## src/rtl/llr_addr_gen.sv

```systemverilog
`default_nettype none
// ============================================================================
// Module      : llr_addr_gen
// Description : LLR RAM / intrinsic-info RAM address generator for the LDPC
//               decoder. It follows the controller's phase strobes
//               (initialise / CPU / VPU) and produces registered read and
//               write addresses. In the CPU loop, the circulant shift of the
//               current base-matrix entry is applied modulo DEPTH.
// Revision    : 1.0 - initial release
// ----------------------------------------------------------------------------
// Ports
//   clk, rst_n        : clock, asynchronous active-low reset
//   initial_on        : initialise phase active
//   cpu_on / vpu_on   : CPU / VPU phase active
//   llr_ram_rden      : LLR read strobe (advances read counter)
//   in_info_rden      : intrinsic-RAM read strobe (advances info counter)
//   vpu_wr_addr_en    : VPU write-back strobe
//   cpu_wr_addr_en    : CPU write-back strobe
//   shift_val         : circulant shift, captured on the cpu_on rising edge
//   llr_rd_addr       : LLR RAM read address (registered)
//   llr_wr_addr       : LLR RAM write address (registered)
//   llr_wr_vld        : llr_wr_addr valid this cycle
//   in_info_rd_addr   : intrinsic RAM read address (registered)
//   rd_wrap           : one-cycle pulse after the read counter wraps
//   wr_done           : one-cycle pulse after the write counter wraps
//   phase_err         : sticky protocol-error flag
// ============================================================================
module llr_addr_gen #(
    parameter int ADDR_WIDTH = 8,
    parameter int DEPTH      = 256,
    parameter int RW_DELAY   = 2
) (
    input  logic                  clk,
    input  logic                  rst_n,
    input  logic                  initial_on,
    input  logic                  cpu_on,
    input  logic                  vpu_on,
    input  logic                  llr_ram_rden,
    input  logic                  in_info_rden,
    input  logic                  vpu_wr_addr_en,
    input  logic                  cpu_wr_addr_en,
    input  logic [ADDR_WIDTH-1:0] shift_val,
    output logic [ADDR_WIDTH-1:0] llr_rd_addr,
    output logic [ADDR_WIDTH-1:0] llr_wr_addr,
    output logic                  llr_wr_vld,
    output logic [ADDR_WIDTH-1:0] in_info_rd_addr,
    output logic                  rd_wrap,
    output logic                  wr_done,
    output logic                  phase_err
);

    localparam logic [ADDR_WIDTH:0]   DEPTH_EXT = (ADDR_WIDTH+1)'(DEPTH);
    localparam logic [ADDR_WIDTH-1:0] MAX_CNT   = ADDR_WIDTH'(DEPTH - 1);
    localparam logic [ADDR_WIDTH-1:0] ONE       = ADDR_WIDTH'(1);

    // Counter increment with wrap at DEPTH-1 (DEPTH need not be a power of 2).
    function automatic logic [ADDR_WIDTH-1:0] wrap_inc(input logic [ADDR_WIDTH-1:0] v);
        return (v == MAX_CNT) ? '0 : v + ONE;
    endfunction

    // (a + b) mod DEPTH for a, b < DEPTH: one conditional subtraction suffices.
    function automatic logic [ADDR_WIDTH-1:0] mod_add(input logic [ADDR_WIDTH-1:0] a,
                                                      input logic [ADDR_WIDTH-1:0] b);
        logic [ADDR_WIDTH:0] sum;
        sum = {1'b0, a} + {1'b0, b};
        if (sum >= DEPTH_EXT) begin
            sum = sum - DEPTH_EXT;
        end
        return sum[ADDR_WIDTH-1:0];
    endfunction

    // ------------------------------------------------------------------------
    // State
    // ------------------------------------------------------------------------
    logic                                 initial_on_q, cpu_on_q, vpu_on_q;
    logic [ADDR_WIDTH-1:0]                shift_q,           shift_d;
    logic [ADDR_WIDTH-1:0]                rd_cnt_q,          rd_cnt_d;
    logic [ADDR_WIDTH-1:0]                wr_cnt_q,          wr_cnt_d;
    logic [ADDR_WIDTH-1:0]                info_cnt_q,        info_cnt_d;
    logic [ADDR_WIDTH-1:0]                llr_rd_addr_q,     llr_rd_addr_d;
    logic [ADDR_WIDTH-1:0]                llr_wr_addr_q,     llr_wr_addr_d;
    logic                                 llr_wr_vld_q,      llr_wr_vld_d;
    logic [ADDR_WIDTH-1:0]                in_info_rd_addr_q, in_info_rd_addr_d;
    logic                                 rd_wrap_q,         rd_wrap_d;
    logic                                 wr_done_q,         wr_done_d;
    logic                                 phase_err_q,       phase_err_d;
    logic [RW_DELAY-1:0][ADDR_WIDTH-1:0]  pipe_addr_q,       pipe_addr_d;
    logic [RW_DELAY-1:0]                  pipe_vld_q,        pipe_vld_d;

    // ------------------------------------------------------------------------
    // Combinational helpers
    // ------------------------------------------------------------------------
    logic                  init_rise, cpu_rise, vpu_rise, any_rise;
    logic                  shift_bad, wr_strobe, drain_vld, collide, multi_on;
    logic [ADDR_WIDTH-1:0] shift_load, shift_eff;
    logic [ADDR_WIDTH-1:0] rd_eff, wr_eff, info_eff;

    always_comb begin
        init_rise = initial_on & ~initial_on_q;
        cpu_rise  = cpu_on     & ~cpu_on_q;
        vpu_rise  = vpu_on     & ~vpu_on_q;
        any_rise  = init_rise | cpu_rise | vpu_rise;

        // On a phase-start cycle the counters are treated as already cleared,
        // so a strobe in that same cycle uses address 0 and leaves count 1.
        rd_eff    = any_rise ? '0 : rd_cnt_q;
        wr_eff    = any_rise ? '0 : wr_cnt_q;
        info_eff  = any_rise ? '0 : info_cnt_q;

        // The freshly captured shift is used in the CPU start cycle itself.
        shift_bad  = cpu_rise && ({1'b0, shift_val} >= DEPTH_EXT);
        shift_load = shift_bad ? '0 : shift_val;
        shift_eff  = cpu_rise ? shift_load : shift_q;
        shift_d    = shift_eff;

        // Read side
        rd_cnt_d  = llr_ram_rden ? wrap_inc(rd_eff) : rd_eff;
        rd_wrap_d = llr_ram_rden && (rd_eff == MAX_CNT);
        llr_rd_addr_d = llr_rd_addr_q;
        if (cpu_on) begin
            llr_rd_addr_d = mod_add(rd_eff, shift_eff);
        end else if (vpu_on) begin
            llr_rd_addr_d = rd_eff;
        end

        // Intrinsic-info side
        info_cnt_d        = in_info_rden ? wrap_inc(info_eff) : info_eff;
        in_info_rd_addr_d = info_eff;

        // Initialise write pipeline: aligns LLR writes with intrinsic RAM data.
        pipe_addr_d    = pipe_addr_q;
        pipe_vld_d     = pipe_vld_q;
        pipe_addr_d[0] = info_eff;
        pipe_vld_d[0]  = in_info_rden & initial_on;
        for (int i = 1; i < RW_DELAY; i++) begin
            pipe_addr_d[i] = pipe_addr_q[i-1];
            pipe_vld_d[i]  = pipe_vld_q[i-1];
        end
        drain_vld = pipe_vld_q[RW_DELAY-1];

        // Write side: CPU/VPU write-backs take precedence over draining entries.
        wr_strobe = vpu_wr_addr_en | cpu_wr_addr_en;
        wr_cnt_d  = wr_strobe ? wrap_inc(wr_eff) : wr_eff;
        wr_done_d = wr_strobe && (wr_eff == MAX_CNT);

        llr_wr_addr_d = llr_wr_addr_q;
        llr_wr_vld_d  = 1'b0;
        if (cpu_wr_addr_en) begin
            llr_wr_addr_d = mod_add(wr_eff, shift_eff);
            llr_wr_vld_d  = 1'b1;
        end else if (vpu_wr_addr_en) begin
            llr_wr_addr_d = wr_eff;
            llr_wr_vld_d  = 1'b1;
        end else if (drain_vld) begin
            llr_wr_addr_d = pipe_addr_q[RW_DELAY-1];
            llr_wr_vld_d  = 1'b1;
        end

        // Sticky protocol error
        collide     = wr_strobe & drain_vld;
        multi_on    = (initial_on & cpu_on) | (initial_on & vpu_on) | (cpu_on & vpu_on);
        phase_err_d = phase_err_q | collide | multi_on | shift_bad;
    end

    // ------------------------------------------------------------------------
    // Registers
    // ------------------------------------------------------------------------
    always_ff @(posedge clk or negedge rst_n) begin
        if (!rst_n) begin
            initial_on_q      <= 1'b0;
            cpu_on_q          <= 1'b0;
            vpu_on_q          <= 1'b0;
            shift_q           <= '0;
            rd_cnt_q          <= '0;
            wr_cnt_q          <= '0;
            info_cnt_q        <= '0;
            llr_rd_addr_q     <= '0;
            llr_wr_addr_q     <= '0;
            llr_wr_vld_q      <= 1'b0;
            in_info_rd_addr_q <= '0;
            rd_wrap_q         <= 1'b0;
            wr_done_q         <= 1'b0;
            phase_err_q       <= 1'b0;
            pipe_addr_q       <= '0;
            pipe_vld_q        <= '0;
        end else begin
            initial_on_q      <= initial_on;
            cpu_on_q          <= cpu_on;
            vpu_on_q          <= vpu_on;
            shift_q           <= shift_d;
            rd_cnt_q          <= rd_cnt_d;
            wr_cnt_q          <= wr_cnt_d;
            info_cnt_q        <= info_cnt_d;
            llr_rd_addr_q     <= llr_rd_addr_d;
            llr_wr_addr_q     <= llr_wr_addr_d;
            llr_wr_vld_q      <= llr_wr_vld_d;
            in_info_rd_addr_q <= in_info_rd_addr_d;
            rd_wrap_q         <= rd_wrap_d;
            wr_done_q         <= wr_done_d;
            phase_err_q       <= phase_err_d;
            pipe_addr_q       <= pipe_addr_d;
            pipe_vld_q        <= pipe_vld_d;
        end
    end

    assign llr_rd_addr     = llr_rd_addr_q;
    assign llr_wr_addr     = llr_wr_addr_q;
    assign llr_wr_vld      = llr_wr_vld_q;
    assign in_info_rd_addr = in_info_rd_addr_q;
    assign rd_wrap         = rd_wrap_q;
    assign wr_done         = wr_done_q;
    assign phase_err       = phase_err_q;

endmodule
`default_nettype wire

```

## config.mk

```make
export PLATFORM = sky130hd
export DESIGN_NAME = llr_addr_gen
export DESIGN_NICKNAME = d
export VERILOG_FILES = /design/src/rtl/llr_addr_gen.sv
export SDC_FILE = /design/constraint.sdc
export NUM_CORES = 1
export LEC_CHECK = 0
export BUFFER_PORTS_ARGS = -buffer_cell sky130_fd_sc_hd__buf_2
export CORE_MARGIN = 3
export CORE_UTILIZATION = 27
export DETAILED_ROUTE_END_ITERATION = 8
export GPL_TIMING_DRIVEN = 0
export MAX_ROUTING_LAYER = met4
export PLACE_DENSITY_LB_ADDON = 0.3
export SLEW_MARGIN = 0
export SYNTH_ARGS = -nofsm -noshare
export SYNTH_HDL_FRONTEND = slang
export SYNTH_SLANG_ARGS = --single-unit
```

## constraint.sdc

```tcl
create_clock -name clk -period 9.4 [get_ports clk]
set_clock_uncertainty 0.2 [all_clocks]
set_input_delay 1.88 -clock clk [delete_from_list [all_inputs] [get_ports clk]]
set_output_delay 1.88 -clock clk [all_outputs]
set_load 0.005 [all_outputs]
```

==> qor.csv <==
stage;metric;value;unit
global_route;grt_max_degree;50;
power_and_ir_drop;p_comb_share;17.4;%
layout;drive_gt1_share;17.6;%
power_and_ir_drop;seqPwrFrac;39.6;%
setup_path;r2r_end;llr_wr_addr[7];
clock_tree;cts_sinks;73;
layout;n_antenna_cell;0;
sta;fmax;180;MHz
layout;nets;522;
global_route;grt_antenna_before_repair;0;
setup_path;rr_worst_depth;15;
sta;setup_ws;3.86;ns
placed_design;pre_cts_slack;3.59;ns
setup_path;startpoint_type;primary input;
floorplan;placementRows;44;
synthesis;synth_nets;468;
clock_tree;clk_latency;0.33;ns
synthesis;synth-simple-area-share;17.5;%
clock_tree;cts-resized-gates;0;
synthesis;synth_compound_area_share;17.0;%
setup_path;worstReg2RegStart;initial_on_q;
drt;via_count;3536;
synthesis;synth_top_family_by_area;simple AND/OR/NAND/NOR gates;
synthesis;synth.area.top_cells;dfrtp_1 (44%), xnor2_1 (5.0%), nand2_1 (4.4%);
floorplan;die_w;131;um
sta;setup_viol;0;
layout;area_growth;19.3;%
synthesis;yosysWarnings;0;
drt;routed_wl;11600;um
drt;dr.first_iter.drc_count;229;
clock_tree;cts_setup_buffers;0;
floorplan;initial_utilization;28.2;%
placed_design;routabilityCongestion;0.894;
min_path;hp-start;pipe_addr_d[8];
floorplan;num_io_pins;45;
global_route;grt.total_usage;14.9;%
synthesis;ys_ff_latch;73;
synthesis;syn_area;4190;sq um
clock_tree;h-tree-depth;3;
synthesis;seq_area_frac_synth;43.6;%
drt;wl_per_cell;16.9;um
layout;fillers;1574;
clock_tree;ctsHoldBuffers;0;
clock_tree;cts_tree;yes;
synthesis;synth_top_cell_area_share;43.6;%
drt;drc;0;
synthesis;synth-async-reset-ratio;100;%
placed_design;io_buffers;42;
floorplan;fp.dieArea;17000;sq um
power_and_ir_drop;switching_share;27.4;%
sta;finalSetupTns;0;ns
min_path;min_delay_path_depth;0;
synthesis;netlist_instances;442;
drt;drtPass1Iterations;5;
min_path;whs_endpoint;pipe_addr_q[8];
power_and_ir_drop;switchingPower;0.244;mW
synthesis;yosys-mux-area-fraction;5.80;%
power_and_ir_drop;power.density;178;nW/um^2
synthesis;synth_cell_type_count;60;
synthesis;synth-main-ff-cell;dfrtp_1;
synthesis;yosysTopAreaCell;dfrtp_1;
power_and_ir_drop;power.share.clock;43.0;%
clock_tree;clock_path_buffers;2;
setup_path;r2r_slack;5.16;ns
power_and_ir_drop;internal_power;0.647;mW
synthesis;avgSynthCellArea;9.47;sq um
synthesis;synth_xor_area_share;7.53;%
sta;drv_slew;0;
setup_path;crit_start;vpu_on;
power_and_ir_drop;irDropWorstVdd;0.0000709;V
floorplan;core;14900;sq um
job;drv_cap;0;
sta;rsz0062_at_grt;false;
global_route;grt_overflow_total;0;
clock_tree;clockRootBuffer;clkbuf_16;
setup_path;end_kind;register;
setup_path;crit_fanout;10;
sta;finalCriticalPeriod;5.54;ns
sta;worstMarginPinSlew;0.784;ns
global_route;grt_pass1_wl;19200;um
synthesis;synthAdderAreaFrac;2.93;%
outcome;run_status;finished, final reports clean;
synthesis;synth-edff-count;0;
sta;hold_viol_final;0;
setup_path;crit_arrival;5.58;ns
floorplan;die_h;131;um
power_and_ir_drop;p_leak;2.22;nW
placed_design;place_hpwl;8480;um
drt;ant_nets;0;
global_route;grt_pass1_vias;3609;
setup_path;critPathRequiredTime;9.44;ns
clock_tree;clk_pin_slew;0.06;ns
setup_path;path_class;primary input to register;
sta;fin_crit_sh;59.0;%
clock_tree;numCtsBuffers;9;
drt;avgViaCountPerCell;5.16;
min_path;worstHoldPathType;register to register;
sta;maxSlewHeadroom;46.2;%
==> worst max-delay path, cell delays in order <==
cell and delay, ns:
buf_2 0.17, nand2b_1 0.08, clkbuf_1 0.31, and3_1 0.28, buf_2 0.27, clkbuf_1 0.47
nand2_1 0.21, xnor2_1 0.17, ha_1 0.24, a41oi_1 0.41, o21ai_0 0.17, a21oi_1 0.29
a2bb2oi_1 0.27, mux2i_1 0.11, nor3_1 0.23
==> power groups by stage <==
| stage | clock (mW) | combinational, mW | sequential [mW] |
|---|---|---|---|
| finish | 0.383 | 0.155 | 0.353 |
| global route | 0.406 | 0.173 | 0.356 |
| CTS | 0.394 | 0.157 | 0.353 |
| detailed placement | 0 | 0.155 | 0.358 |
| global placement | 0 | 0.153 | 0.358 |
| floorplan | 0 | 0.0979 | 0.356 |
==> area by class of cell <==
cell class / count / area (sq um) / share of cell area (%)
Inverter: 17 / 63.8 / 1.28
Tap cell: 184 / 230 / 4.61
Clock buffer: 11 / 253 / 5.06
Clock inverter: 5 / 85.1 / 1.70
Buffer: 34 / 171 / 3.43
Timing Repair Buffer: 43 / 240 / 4.81
Sequential cell: 73 / 1830 / 36.6
Multi-Input combinational cell: 318 / 2120 / 42.5
==> how the worst max path moves through the flow <==
stage                     end  slack, ns  cells past startpoint
3_3_place_gp   llr_wr_addr[7]       3.57                     16
4_1_cts        llr_wr_addr[7]       3.91                     16
2_1_floorplan  llr_wr_addr[5]       4.42                     15
6_report       llr_rd_addr[6]       3.86                     15
5_1_grt        llr_wr_addr[7]       3.58                     16
3_5_place_dp   llr_wr_addr[7]       3.59                     16
==> state kept, by name, summed over array words and instances, names as in the netlist, 2 cells and up <==
name,flops
info_cnt_q,8
llr_rd_addr,8
llr_wr_addr,8
pipe_addr_d,8
pipe_addr_q,8
pipe_vld_q,2
rd_cnt_q,8
shift_q,8
wr_cnt_q,8
==> cell usage after synthesis, types with 5 or more instances <==
master    number
a211oi_1      12
mux2i_1       13
ha_1           9
nand2_1       49
clkbuf_1      18
nor2b_1        5
o21ai_0       25
nand4_1        5
dfrtp_1       73
buf_2          5
nor3_1         6
and3_1         7
buf_4          8
and2_1        12
inv_1         16
xor2_1        12
a21oi_1       23
nand3_1       14
mux2_2         6
nor2_1        26
xnor2_1       24
==> metrics by stage <==
stage	hold slack (ns)	power [mW]	instances	area, sq um	utilization [%]
4_1_cts	0.175	0.903	685	4990	33.6
2_1_floorplan	0.131	0.454	442	4190	-
5_1_grt	0.192	0.936	685	4990	33.6
6_report	0.174	0.891	685	4990	33.6
3_3_place_gp	0.146	0.510	668	4630	31.1
3_5_place_dp	0.158	0.514	669	4660	31.3
==> kinds of logic (layout without fill, tap and decap cells) <==
logic type                 Yosys count  after routing
xor gates and xnor gates            36             36
and+or+nand+nor                    146            146
AOI/OAI and AO/OA                  105            105
buffers and inverters               51            110
muxes                               21             21
adders and majority gates           10             10
DFF                                 73             73
==> cells in the final DEF (no fill, tap or decap), types with 6 or more instances in the layout <==
cell type  Yosys  final
a211oi_1      12     12
a21oi_1       23     23
and2_1        12     12
and3_1         7      7
buf_2          5     46
buf_4          8      9
clkbuf_1      18     18
clkbuf_16      0      9
dfrtp_1       73     73
ha_1           9      9
inv_1         16     16
mux2_2         6      6
mux2i_1       13     13
nand2_1       49     49
nand3_1       14     14
nor2_1        26     26
nor3_1         6      6
o21ai_0       25     25
xnor2_1       24     24
xor2_1        12     12
==> per-layer routing <==
layer / track usage, % / wire (um) / up-vias
met5: - / 0 / -
met4: 4.60 / 198 / 0
met3: 2.80 / 606 / 18
met2: 22.8 / 5380 / 113
met1: 20.1 / 5410 / 1728
li1: - / - / 1677
Note: power is estimated with default switching activity, not from simulation.
